--- src/rtl/rng_pkg.sv ---
// Shared types and constants for the RNG health monitor.
package rng_pkg;

  // Monitor state: qualification, forwarding, failed.
  typedef enum logic [1:0] {
    ST_STARTUP = 2'd0,
    ST_RUN     = 2'd1,
    ST_ALARM   = 2'd2
  } state_e;

  // Bit positions inside alarm_cause.
  localparam int CAUSE_RCT = 0;
  localparam int CAUSE_APT = 1;

  // Default configuration.
  localparam int DEF_DATA_W     = 8;
  localparam int DEF_RCT_CUTOFF = 6;
  localparam int DEF_APT_WINDOW = 16;
  localparam int DEF_APT_CUTOFF = 10;
  localparam int DEF_STARTUP_N  = 16;

endpackage

--- src/rtl/rng_apt_window.sv ---
// Adaptive proportion test: counts how often the first sample of each
// window recurs inside that window, flags a failure at the cutoff.
module rng_apt_window
  import rng_pkg::*;
#(
  parameter int DATA_W     = DEF_DATA_W,
  parameter int APT_WINDOW = DEF_APT_WINDOW,
  parameter int APT_CUTOFF = DEF_APT_CUTOFF
) (
  input  logic              clk,
  input  logic              rst,
  input  logic              i_accept,
  input  logic [DATA_W-1:0] i_sample,
  input  logic              i_clear,
  output logic              o_fail
);

  localparam int IDX_W = $clog2(APT_WINDOW);
  localparam int CNT_W = $clog2(APT_CUTOFF + 1);
  localparam logic [CNT_W-1:0] CNT_MAX = CNT_W'(APT_CUTOFF);

  logic [IDX_W-1:0]  r_idx;
  logic [DATA_W-1:0] r_ref;
  logic [CNT_W-1:0]  r_cnt;
  logic [CNT_W-1:0]  w_cnt_next;
  logic              w_start;

  assign w_start = (r_idx == '0);

  // Occurrence count after this sample; index 0 opens a new window.
  always_comb begin
    w_cnt_next = r_cnt;
    if (w_start) begin
      w_cnt_next = CNT_W'(1);
    end else if ((i_sample == r_ref) && (r_cnt != CNT_MAX)) begin
      w_cnt_next = r_cnt + CNT_W'(1);
    end
  end

  assign o_fail = i_accept && (w_cnt_next == CNT_MAX);

  // Window index, reference and count advance only on accepted samples;
  // the index wraps naturally because the window is a power of two.
  always_ff @(posedge clk) begin
    if (rst || i_clear) begin
      r_idx <= '0;
      r_ref <= '0;
      r_cnt <= '0;
    end else if (i_accept) begin
      r_idx <= r_idx + IDX_W'(1);
      r_cnt <= w_cnt_next;
      if (w_start) begin
        r_ref <= i_sample;
      end
    end
  end

endmodule

--- src/rtl/rng_health_monitor.sv ---
// Continuous health monitor for a raw RNG byte stream: repetition count
// and adaptive proportion tests, startup qualification, sticky alarm and
// a one-entry output register toward the consumer.
//
// Handshake: a transfer happens on a rising edge where valid && ready are
// both high. On the input side sample_ready never depends on sample_valid.
// On the output side out_data is stable while out_valid is high and not yet
// taken, and out_valid only drops after a take.
module rng_health_monitor
  import rng_pkg::*;
#(
  parameter int DATA_W     = DEF_DATA_W,
  parameter int RCT_CUTOFF = DEF_RCT_CUTOFF,
  parameter int APT_WINDOW = DEF_APT_WINDOW,
  parameter int APT_CUTOFF = DEF_APT_CUTOFF,
  parameter int STARTUP_N  = DEF_STARTUP_N
) (
  input  logic              clk,
  input  logic              rst,
  input  logic              sample_valid,
  input  logic [DATA_W-1:0] sample,
  output logic              sample_ready,
  output logic              out_valid,
  output logic [DATA_W-1:0] out_data,
  input  logic              out_ready,
  input  logic              clear_alarm,
  output logic              healthy,
  output logic              alarm,
  output logic [1:0]        alarm_cause,
  output logic [7:0]        fail_count
);

  localparam int RCT_W   = $clog2(RCT_CUTOFF + 1);
  localparam int START_W = $clog2(STARTUP_N + 1);
  localparam logic [RCT_W-1:0]   RCT_MAX    = RCT_W'(RCT_CUTOFF);
  localparam logic [START_W-1:0] START_LAST = START_W'(STARTUP_N - 1);

  if (RCT_CUTOFF < 2) begin : g_bad_rct
    $error("rng_health_monitor: RCT_CUTOFF must be at least 2");
  end
  if (APT_CUTOFF > APT_WINDOW) begin : g_bad_apt_cutoff
    $error("rng_health_monitor: APT_CUTOFF must not exceed APT_WINDOW");
  end
  if ((APT_WINDOW < 2) || ((APT_WINDOW & (APT_WINDOW - 1)) != 0)) begin : g_bad_apt_window
    $error("rng_health_monitor: APT_WINDOW must be a power of two");
  end
  if (STARTUP_N < 1) begin : g_bad_startup
    $error("rng_health_monitor: STARTUP_N must be at least 1");
  end

  state_e             r_state;
  state_e             w_state_next;
  logic               r_have_last;
  logic [DATA_W-1:0]  r_last;
  logic [RCT_W-1:0]   r_rct_cnt;
  logic [RCT_W-1:0]   w_rct_cnt_next;
  logic [START_W-1:0] r_start_cnt;
  logic               r_out_valid;
  logic [DATA_W-1:0]  r_out_data;
  logic [1:0]         r_alarm_cause;
  logic [7:0]         r_fail_count;

  logic w_sample_ready;
  logic w_healthy;
  logic w_alarm;
  logic w_accept;
  logic w_rct_fail;
  logic w_apt_fail;
  logic w_fail;
  logic w_clear;
  logic w_startup_done;
  logic w_load;
  logic w_take;

  assign w_accept       = sample_valid && w_sample_ready;
  assign w_fail         = w_rct_fail || w_apt_fail;
  assign w_clear        = (r_state == ST_ALARM) && clear_alarm;
  assign w_startup_done = w_accept && (r_state == ST_STARTUP) &&
                          (r_start_cnt == START_LAST) && !w_fail;
  assign w_load         = w_accept && (r_state == ST_RUN) && !w_fail;
  assign w_take         = r_out_valid && out_ready;

  // State register.
  always_ff @(posedge clk) begin
    if (rst) begin
      r_state <= ST_STARTUP;
    end else begin
      r_state <= w_state_next;
    end
  end

  // Next state: any failure wins, startup completes on a clean last sample.
  always_comb begin
    w_state_next = r_state;
    case (r_state)
      ST_STARTUP: begin
        if (w_fail)              w_state_next = ST_ALARM;
        else if (w_startup_done) w_state_next = ST_RUN;
      end
      ST_RUN: begin
        if (w_fail) w_state_next = ST_ALARM;
      end
      ST_ALARM: begin
        if (clear_alarm) w_state_next = ST_STARTUP;
      end
      default: w_state_next = ST_STARTUP;
    endcase
  end

  // State-decoded outputs; forced low while reset is held.
  always_comb begin
    w_sample_ready = 1'b0;
    w_healthy      = 1'b0;
    w_alarm        = 1'b0;
    case (r_state)
      ST_STARTUP: w_sample_ready = 1'b1;
      ST_RUN: begin
        w_sample_ready = !r_out_valid || out_ready;
        w_healthy      = 1'b1;
      end
      ST_ALARM: w_alarm = 1'b1;
      default: ;
    endcase
    if (rst) begin
      w_sample_ready = 1'b0;
      w_healthy      = 1'b0;
      w_alarm        = 1'b0;
    end
  end

  // Repetition count after this sample; restarts on a new value or the
  // first sample since qualification restarted.
  always_comb begin
    w_rct_cnt_next = RCT_W'(1);
    if (r_have_last && (sample == r_last)) begin
      w_rct_cnt_next = (r_rct_cnt == RCT_MAX) ? r_rct_cnt : r_rct_cnt + RCT_W'(1);
    end
  end

  assign w_rct_fail = w_accept && (w_rct_cnt_next == RCT_MAX);

  // Repetition test state, updated on every accept.
  always_ff @(posedge clk) begin
    if (rst || w_clear) begin
      r_have_last <= 1'b0;
      r_last      <= '0;
      r_rct_cnt   <= '0;
    end else if (w_accept) begin
      r_have_last <= 1'b1;
      r_last      <= sample;
      r_rct_cnt   <= w_rct_cnt_next;
    end
  end

  rng_apt_window #(
    .DATA_W     (DATA_W),
    .APT_WINDOW (APT_WINDOW),
    .APT_CUTOFF (APT_CUTOFF)
  ) u_apt (
    .clk      (clk),
    .rst      (rst),
    .i_accept (w_accept),
    .i_sample (sample),
    .i_clear  (w_clear),
    .o_fail   (w_apt_fail)
  );

  // Startup accept counter; only meaningful while qualifying.
  always_ff @(posedge clk) begin
    if (rst || w_clear) begin
      r_start_cnt <= '0;
    end else if (w_accept && (r_state == ST_STARTUP) && (r_start_cnt != START_LAST)) begin
      r_start_cnt <= r_start_cnt + START_W'(1);
    end
  end

  // Output register: load has priority over the take so back-to-back
  // transfers sustain one word per cycle. Not flushed by clear_alarm.
  always_ff @(posedge clk) begin
    if (rst) begin
      r_out_valid <= 1'b0;
      r_out_data  <= '0;
    end else if (w_load) begin
      r_out_valid <= 1'b1;
      r_out_data  <= sample;
    end else if (w_take) begin
      r_out_valid <= 1'b0;
    end
  end

  // Alarm cause latch and saturating alarm-entry counter.
  always_ff @(posedge clk) begin
    if (rst) begin
      r_alarm_cause <= 2'b00;
      r_fail_count  <= 8'd0;
    end else if (w_fail) begin
      r_alarm_cause[CAUSE_RCT] <= w_rct_fail;
      r_alarm_cause[CAUSE_APT] <= w_apt_fail;
      if (r_fail_count != 8'hFF) begin
        r_fail_count <= r_fail_count + 8'd1;
      end
    end else if (w_clear) begin
      r_alarm_cause <= 2'b00;
    end
  end

  assign sample_ready = w_sample_ready;
  assign healthy      = w_healthy;
  assign alarm        = w_alarm;
  assign out_valid    = r_out_valid;
  assign out_data     = r_out_data;
  assign alarm_cause  = r_alarm_cause;
  assign fail_count   = r_fail_count;

endmodule

--- config.mk ---
export PLATFORM = sky130hd
export DESIGN_NAME = rng_health_monitor
export DESIGN_NICKNAME = d
export VERILOG_FILES = /design/src/rtl/rng_pkg.sv /design/src/rtl/rng_apt_window.sv /design/src/rtl/rng_health_monitor.sv
export SDC_FILE = /design/constraint.sdc
export NUM_CORES = 1
export LEC_CHECK = 0
export CORE_MARGIN = 5
export CORE_UTILIZATION = 30
export DETAILED_ROUTE_END_ITERATION = 8
export PLACE_DENSITY_LB_ADDON = 0.05
export SLEW_MARGIN = 20
export SYNTH_ARGS = -nofsm -noshare
export SYNTH_HDL_FRONTEND = slang
export SYNTH_SLANG_ARGS = --single-unit
--- constraint.sdc ---
create_clock -name clk -period 4.1 [get_ports clk]
set_input_delay 0.82 -clock clk [delete_from_list [all_inputs] [get_ports clk]]
set_output_delay 0.82 -clock clk [all_outputs]
set_load 0.05 [all_outputs]
# After elaboration in Yosys (flattened, before gate mapping)
# Index checks and enable logic that the tools add are counted.
totals:
  out_inout_bits: 22
  inputBits: 13
  romBits: 0
  mem_count: 0
  ff_bits: 54
  ram_bits: 0
  word_cells: 75
  latchBits: 0
classes:
  n_mux: 19
  mul: 0
  n_div: 0
  n_eq_ne: 14
  reduce_logical: 25
  bitwise: 0
  n_lt_le_gt_ge: 0
  n_addsub: 5
  shift: 0
ops:
  columns: ["op", "n"]
  rows:
  - ["== test 8 bit", 2]
  - ["logical AND 1 bit", 13]
  - ["two-way mux 2 bit", 6]
  - ["adder 4 x 1 -> 4 bit (second input constant)", 2]
  - ["adder 8 x 1 -> 8 bit (second input constant)", 1]
  - ["two-way mux 4 bit", 2]
  - ["!= test 8 bit (second input constant)", 1]
  - ["two-way mux 1 bit", 7]
  - ["== test 3 bit (second input constant)", 2]
  - ["two-way mux 3 bit", 2]
  - ["one-hot mux 2 bit (3 select lines)", 1]
  - ["adder 5 x 1 -> 5 bit (second input constant)", 1]
  - ["== test 5 x 4 -> 1 bit (second input constant)", 1]
  - ["!= test 5 x 4 -> 1 bit (second input constant)", 1]
  - ["== test 4 bit (second input constant)", 1]
  - ["logical NOT 4 bit", 1]
  - ["!= test 2 bit (second input constant)", 2]
  - ["!= test 4 bit (second input constant)", 1]
  - ["AND reduction 2 bit", 2]
  - ["nonzero test 2 bit", 2]
  - ["adder 3 x 1 -> 3 bit (second input constant)", 1]
  - ["logical OR 1 bit", 3]
  - ["!= test 3 bit (second input constant)", 1]
  - ["AND reduction 3 bit", 1]
  - ["other kinds (5)", 6]

# Longest topological paths before layout
logic_depth:
  depth_word: 12
  ltp_mapped: 10
  mapped_depth_nobuf: 9

# By module
# A second synthesis with hierarchy kept.
hier_totals:
  hier_cells: 315
  area_unflattened_um2: 2758.9
by_module_without_submodules:
  columns: ["module", "seq_area_each_um2", "cells_per_inst", "n_inst", "area_per_inst_um2"]
  rows:
  - ["rng_health_monitor", 760.7, 199, 1, 1835.5]
  - ["rng_apt_window", 320.3, 116, 1, 923.4]

# Worst setup path after synthesis
# Ideal clock, no wire load.
synth_timing:
  path_kind: "in2reg"
  start: "input rst"
  end: "register r_fail_count[5], in the netlist fail_count[5]"
  path_slack_ns: 0.630
  setup_time_ns: 0.123
  t_required_ns: 3.977
  stages: 9
  arrival_time_ns: 3.347
  n_path_buf: 2
  cell_sequence: "buf_6 or3b_4 or2_1 buf_2 or4_4 a2111o_1 a21oi_4 nand4_1 mux2_1"
synth_between:
  elab_chain_len: 5
  elab_cells_between_ends: 6
  cone_classes: "mux: 1; reduce/logical: 5"
synth_lines:
  columns: ["element", "line_no", "text"]
  rows:
  - ["start, declared", "rng_health_monitor.sv:19", "input logic rst,"]
  - ["two-way mux 1 bit", "rng_health_monitor.sv:124", "if (rst) begin"]
  - ["logical AND 1 bit", "rng_health_monitor.sv:75", "assign w_accept = sample_valid && w_sample_ready;"]
  - ["logical AND 1 bit (on tied branches)", "rng_health_monitor.sv:140, rng_apt_window.sv:40", null]
  - ["logical OR 1 bit", "rng_health_monitor.sv:76", "assign w_fail = w_rct_fail || w_apt_fail;"]
  - ["AND reduction 2 bit (no source line)", null, null]
  - ["end signal, assigned", "rng_health_monitor.sv:200", "r_fail_count <= r_fail_count + 8'd1;"]
  - ["end, declared", "rng_health_monitor.sv:61", "logic [7:0] r_fail_count;"]
# Several ways; a longest one is shown, not always the timed one.
# A chain may end at the register's enable or synchronous reset.

# Worst setup path in the final report
layout_timing:
  start: "input sample_valid"
  end: "register r_out_data[7], in the netlist out_data[7]"
layout_between:
  elab_chain_len: 5
  elab_cells_between_ends: 7
  cone_classes: "reduce/logical: 7"
layout_lines:
  columns: ["element", "line_no", "text"]
  rows:
  - ["start, declared", "rng_health_monitor.sv:20", "input logic sample_valid,"]
  - ["logical AND 1 bit (*)", "rng_health_monitor.sv:75", null]
  - ["logical AND 1 bit (on tied branches)", "rng_health_monitor.sv:140, rng_apt_window.sv:40", null]
  - ["logical OR 1 bit", "rng_health_monitor.sv:76", null]
  - ["logical NOT 1 bit", "rng_health_monitor.sv:80", "assign w_load = w_accept && (r_state == ST_RUN) && !w_fail;"]
  - ["logical AND 1 bit (*)", "rng_health_monitor.sv:80", null]
  - ["end signal, assigned", "rng_health_monitor.sv:185", "r_out_data <= sample;"]
  - ["end, declared", "rng_health_monitor.sv:59", "logic [DATA_W-1:0] r_out_data;"]
# Mark *: on every way between the ends. The rest lies on a longest branch, timed or not.

==> flow_summary.ini <==
[outcome]
status = finished clean

[sta]
fmax_mhz = 293
slew_viol_final = 0
post-route-min-period_ns = 3.41
finalCritPeriodShare_pct = 83.1
hold_violations = 0
grt_setup_unrepaired = no
timing.setup.tns_ns = 0
worst_clock_skew_ns = 0.0108
worst_margin_slew_ns = 0.540
setup_violations = 0
slew_headroom_pct = 63.7

[final_layout]
finish.instance_area_um2 = 3210
layout.core_utilization_pct = 38.6
antenna-diode-count = 0
final_cells = 441
finish.net_count = 357
area_growth_pct = 24.6
final.fill_count = 865
post_route_cells_drive_above_1_share_pct = 7.44

[synth]
yosys.area_share.adder_pct = 4.38
yosys.area_share.xor_xnor_pct = 7.83
largest_family_of_logic_cells_by_synthesized_area = simple AND/OR/NAND/NOR gates
synth_async_sr_flop_share_pct = 0
syn-instance-count = 295
synth_enable_flop_cells = 0
synthesis.area_per_instance_um2 = 8.72
synth_seq_cells = 54
synth_nets = 317
yosysWarnings = 0
netlist-cell-type-count = 44
synth_compound_gate_area_share_pct = 11.0
yosysSeqAreaShare_pct = 42.0
synth.cell_area_um2 = 2570
synth_flop_cell = dfxtp_1
synth.mux.area_fraction_pct = 7.83
post_synth_and_or_nand_nor_area_fraction_pct = 22.9

[die]
dieArea_um2 = 10500
placement_rows = 33
die_y_extent_um = 103
die_x_um = 103
start_util_pct = 31.0
core_um2 = 8300
boundaryPins = 35

[clock_network]
number_of_setup_buffers_added_after_cts = 0
h-tree-depth = 2
path_clk_slew_ns = 0.10
sink_count = 54
post_cts_resize_count = 0
latest_clock_arrival_within_the_worst_skew_pair_ns = 0.31
buffer_depth_of_the_longest_clock_path = 2
total_clock_buffers_created_by_cts = 5
tritoncts = yes
cts-hold-fix-buffers = 0
clock-root-buffer = clkbuf_8

[placement]
gp_congestion = 0.689
detailed_place_hpwl_um = 4300
placed_cell_count = 433
place_area_um2 = 3060
portBuffers = 34

[pwr]
leakagePower_nw = 1.17
totalPowerFinal_mw = 1.09
largest_vdd_supply_drop_mv = 0.155
p_per_area_nw_per_um2 = 341

[setup_path]
crit_arrival_ns = 3.60
endpoint_kind = register
cp.required_ns = 4.29
worstSetupStartpointType = input port
crit-reg2reg-launch = r_state[1]$_SDFFE_PP0P_
worst-path-max-fanout = 9
startpoint = sample_valid
reg2reg_setup_slack_ns = 1.24
r2r.worst_path.cells = 7
regToRegEndpoint = out_data[7]$_SDFFE_PP0P_
timing_worst_setup_path_type = input port to register

[global_routing]
gr-usage-all-layers_pct = 12.1
global_route_wire_length_before_repair_um = 10100
grt_pass1_vias = 2109
grt_max_degree = 27
grt_overflow_total = 0
antenna_violations_before_repair = 0

[job]
drv_cap = 0

[drt]
vias_per_cell = 4.79
drcViolationCount = 0
wirelength_per_cell_um = 13.7
detail_route.first_pass.iterations = 4
ant_nets = 0
drt_iter0_markers = 52
drt-total-wl_um = 6040
via_count_of_the_routed_design = 2112

[hold_path]
hold_critical_path_depth = 2
hold_path.class = register to register
hold_start = r_last[7]$_SDFFE_PP0P_
worstHoldEndpoint = r_last[7]$_SDFFE_PP0P_
==> flip-flops by register name, summed over array words and instances (netlist names) <==
name / flops
u_apt.r_cnt: 4
out_valid: 1
u_apt.r_ref: 8
r_state: 2
r_last: 8
fail_count: 8
alarm_cause: 2
r_start_cnt: 5
out_data: 8
r_rct_cnt: 3
r_have_last: 1
u_apt.r_idx: 4
==> logic make-up (layout without fill, tap and decap cells) <==
family                   Yosys count  after routing
AND/OR/NAND/NOR                  119            119
XOR/XNOR                          23             23
adder cells (fa/ha/maj)            9              9
buffers and inverters             25             66
AO/OA/AOI/OAI                     45             45
flip-flops                        54             54
multiplexers                      20             20
==> Yosys cell counts, types with 4 or more instances <==
cell type | instances | share of area, %
mux2i_1 | 19 | 7.4
nand3_1 | 8 | 1.6
nor2_1 | 42 | 6.1
xnor2_1 | 17 | 5.8
nor3b_1 | 4 | 1.2
ha_1 | 9 | 4.4
inv_1 | 14 | 2.0
dfxtp_1 | 54 | 42
nand4_1 | 8 | 1.9
o21ai_0 | 5 | 0.97
xor2_1 | 6 | 2.0
clkbuf_1 | 8 | 1.2
a21oi_1 | 25 | 4.9
nand2_1 | 29 | 4.2
nor4_1 | 4 | 0.97
==> cell type report <==
class                      count  area (um^2)  share of cell area [%]
sequential                    54         1080                    33.7
timing repair buffer          44          410                    12.8
inverter                      14         52.6                    1.64
tap                          105          131                    4.10
multi-input combinational    216         1390                    43.3
clock buffer                   6         82.6                    2.58
clock inverter                 2         60.1                    1.87
==> worst max path at each step <==
stage,to,slack [ns],cells past startpoint
2_1_floorplan,fail_count[5]$_SDFFE_PP0P_,0.63,9
3_3_place_gp,out_data[0]$_SDFFE_PP0P_,0.34,8
3_5_place_dp,out_data[2]$_SDFFE_PP0P_,0.32,8
4_1_cts,out_data[7]$_SDFFE_PP0P_,0.66,8
5_1_grt,out_data[4]$_SDFFE_PP0P_,0.55,8
6_report,out_data[7]$_SDFFE_PP0P_,0.69,8
==> critical path: stages <==
cell	delay (ns)
clkdlybuf4s50_1	0.47
or3b_4	0.39
or2_1	0.24
or4_4	0.54
a2111o_1	0.47
and3_1	0.40
mux2i_1	0.22
nor2_1	0.05
==> metal layers <==
metal | GRT usage (%) | part of all wire (%)
met1 | 15.7 | 49
met2 | 20.1 | 47
met3 | 2.71 | 2.6
met4 | 3.53 | 1.0
met5 | 0 | 0
==> stage by stage <==
stage | hold WS (ns) | setup WS [ns]
2_1_floorplan | 0.440 | 0.630
3_3_place_gp | 0.451 | 0.345
3_5_place_dp | 0.460 | 0.321
4_1_cts | 0.475 | 0.663
5_1_grt | 0.496 | 0.549
6_report | 0.473 | 0.692
==> cells in the final DEF, fill, tap and decap left out, drive strengths merged, types with 4 or more instances in the layout <==
cell and instances:
nor2 42, dfxtp 54, mux2i 19, clkbuf 6, o21ai 5, a21oi 26
nor3b 4, xnor2 17, nand3 8, ha 9, inv 14, nor4 4
xor2 6, clkdlybuf4s50 32, nand4 8, buf 12, nand2 29
==> report_power, final <==
group / leakage [nW] / internal (mW) / switching (mW)
logic: 0.659 / 0.0455 / 0.0552
clock network: 0.0714 / 0.261 / 0.185
registers: 0.438 / 0.537 / 0.00959
total: 1.17 / 0.844 / 0.250
(Power assumes the default switching activity.)
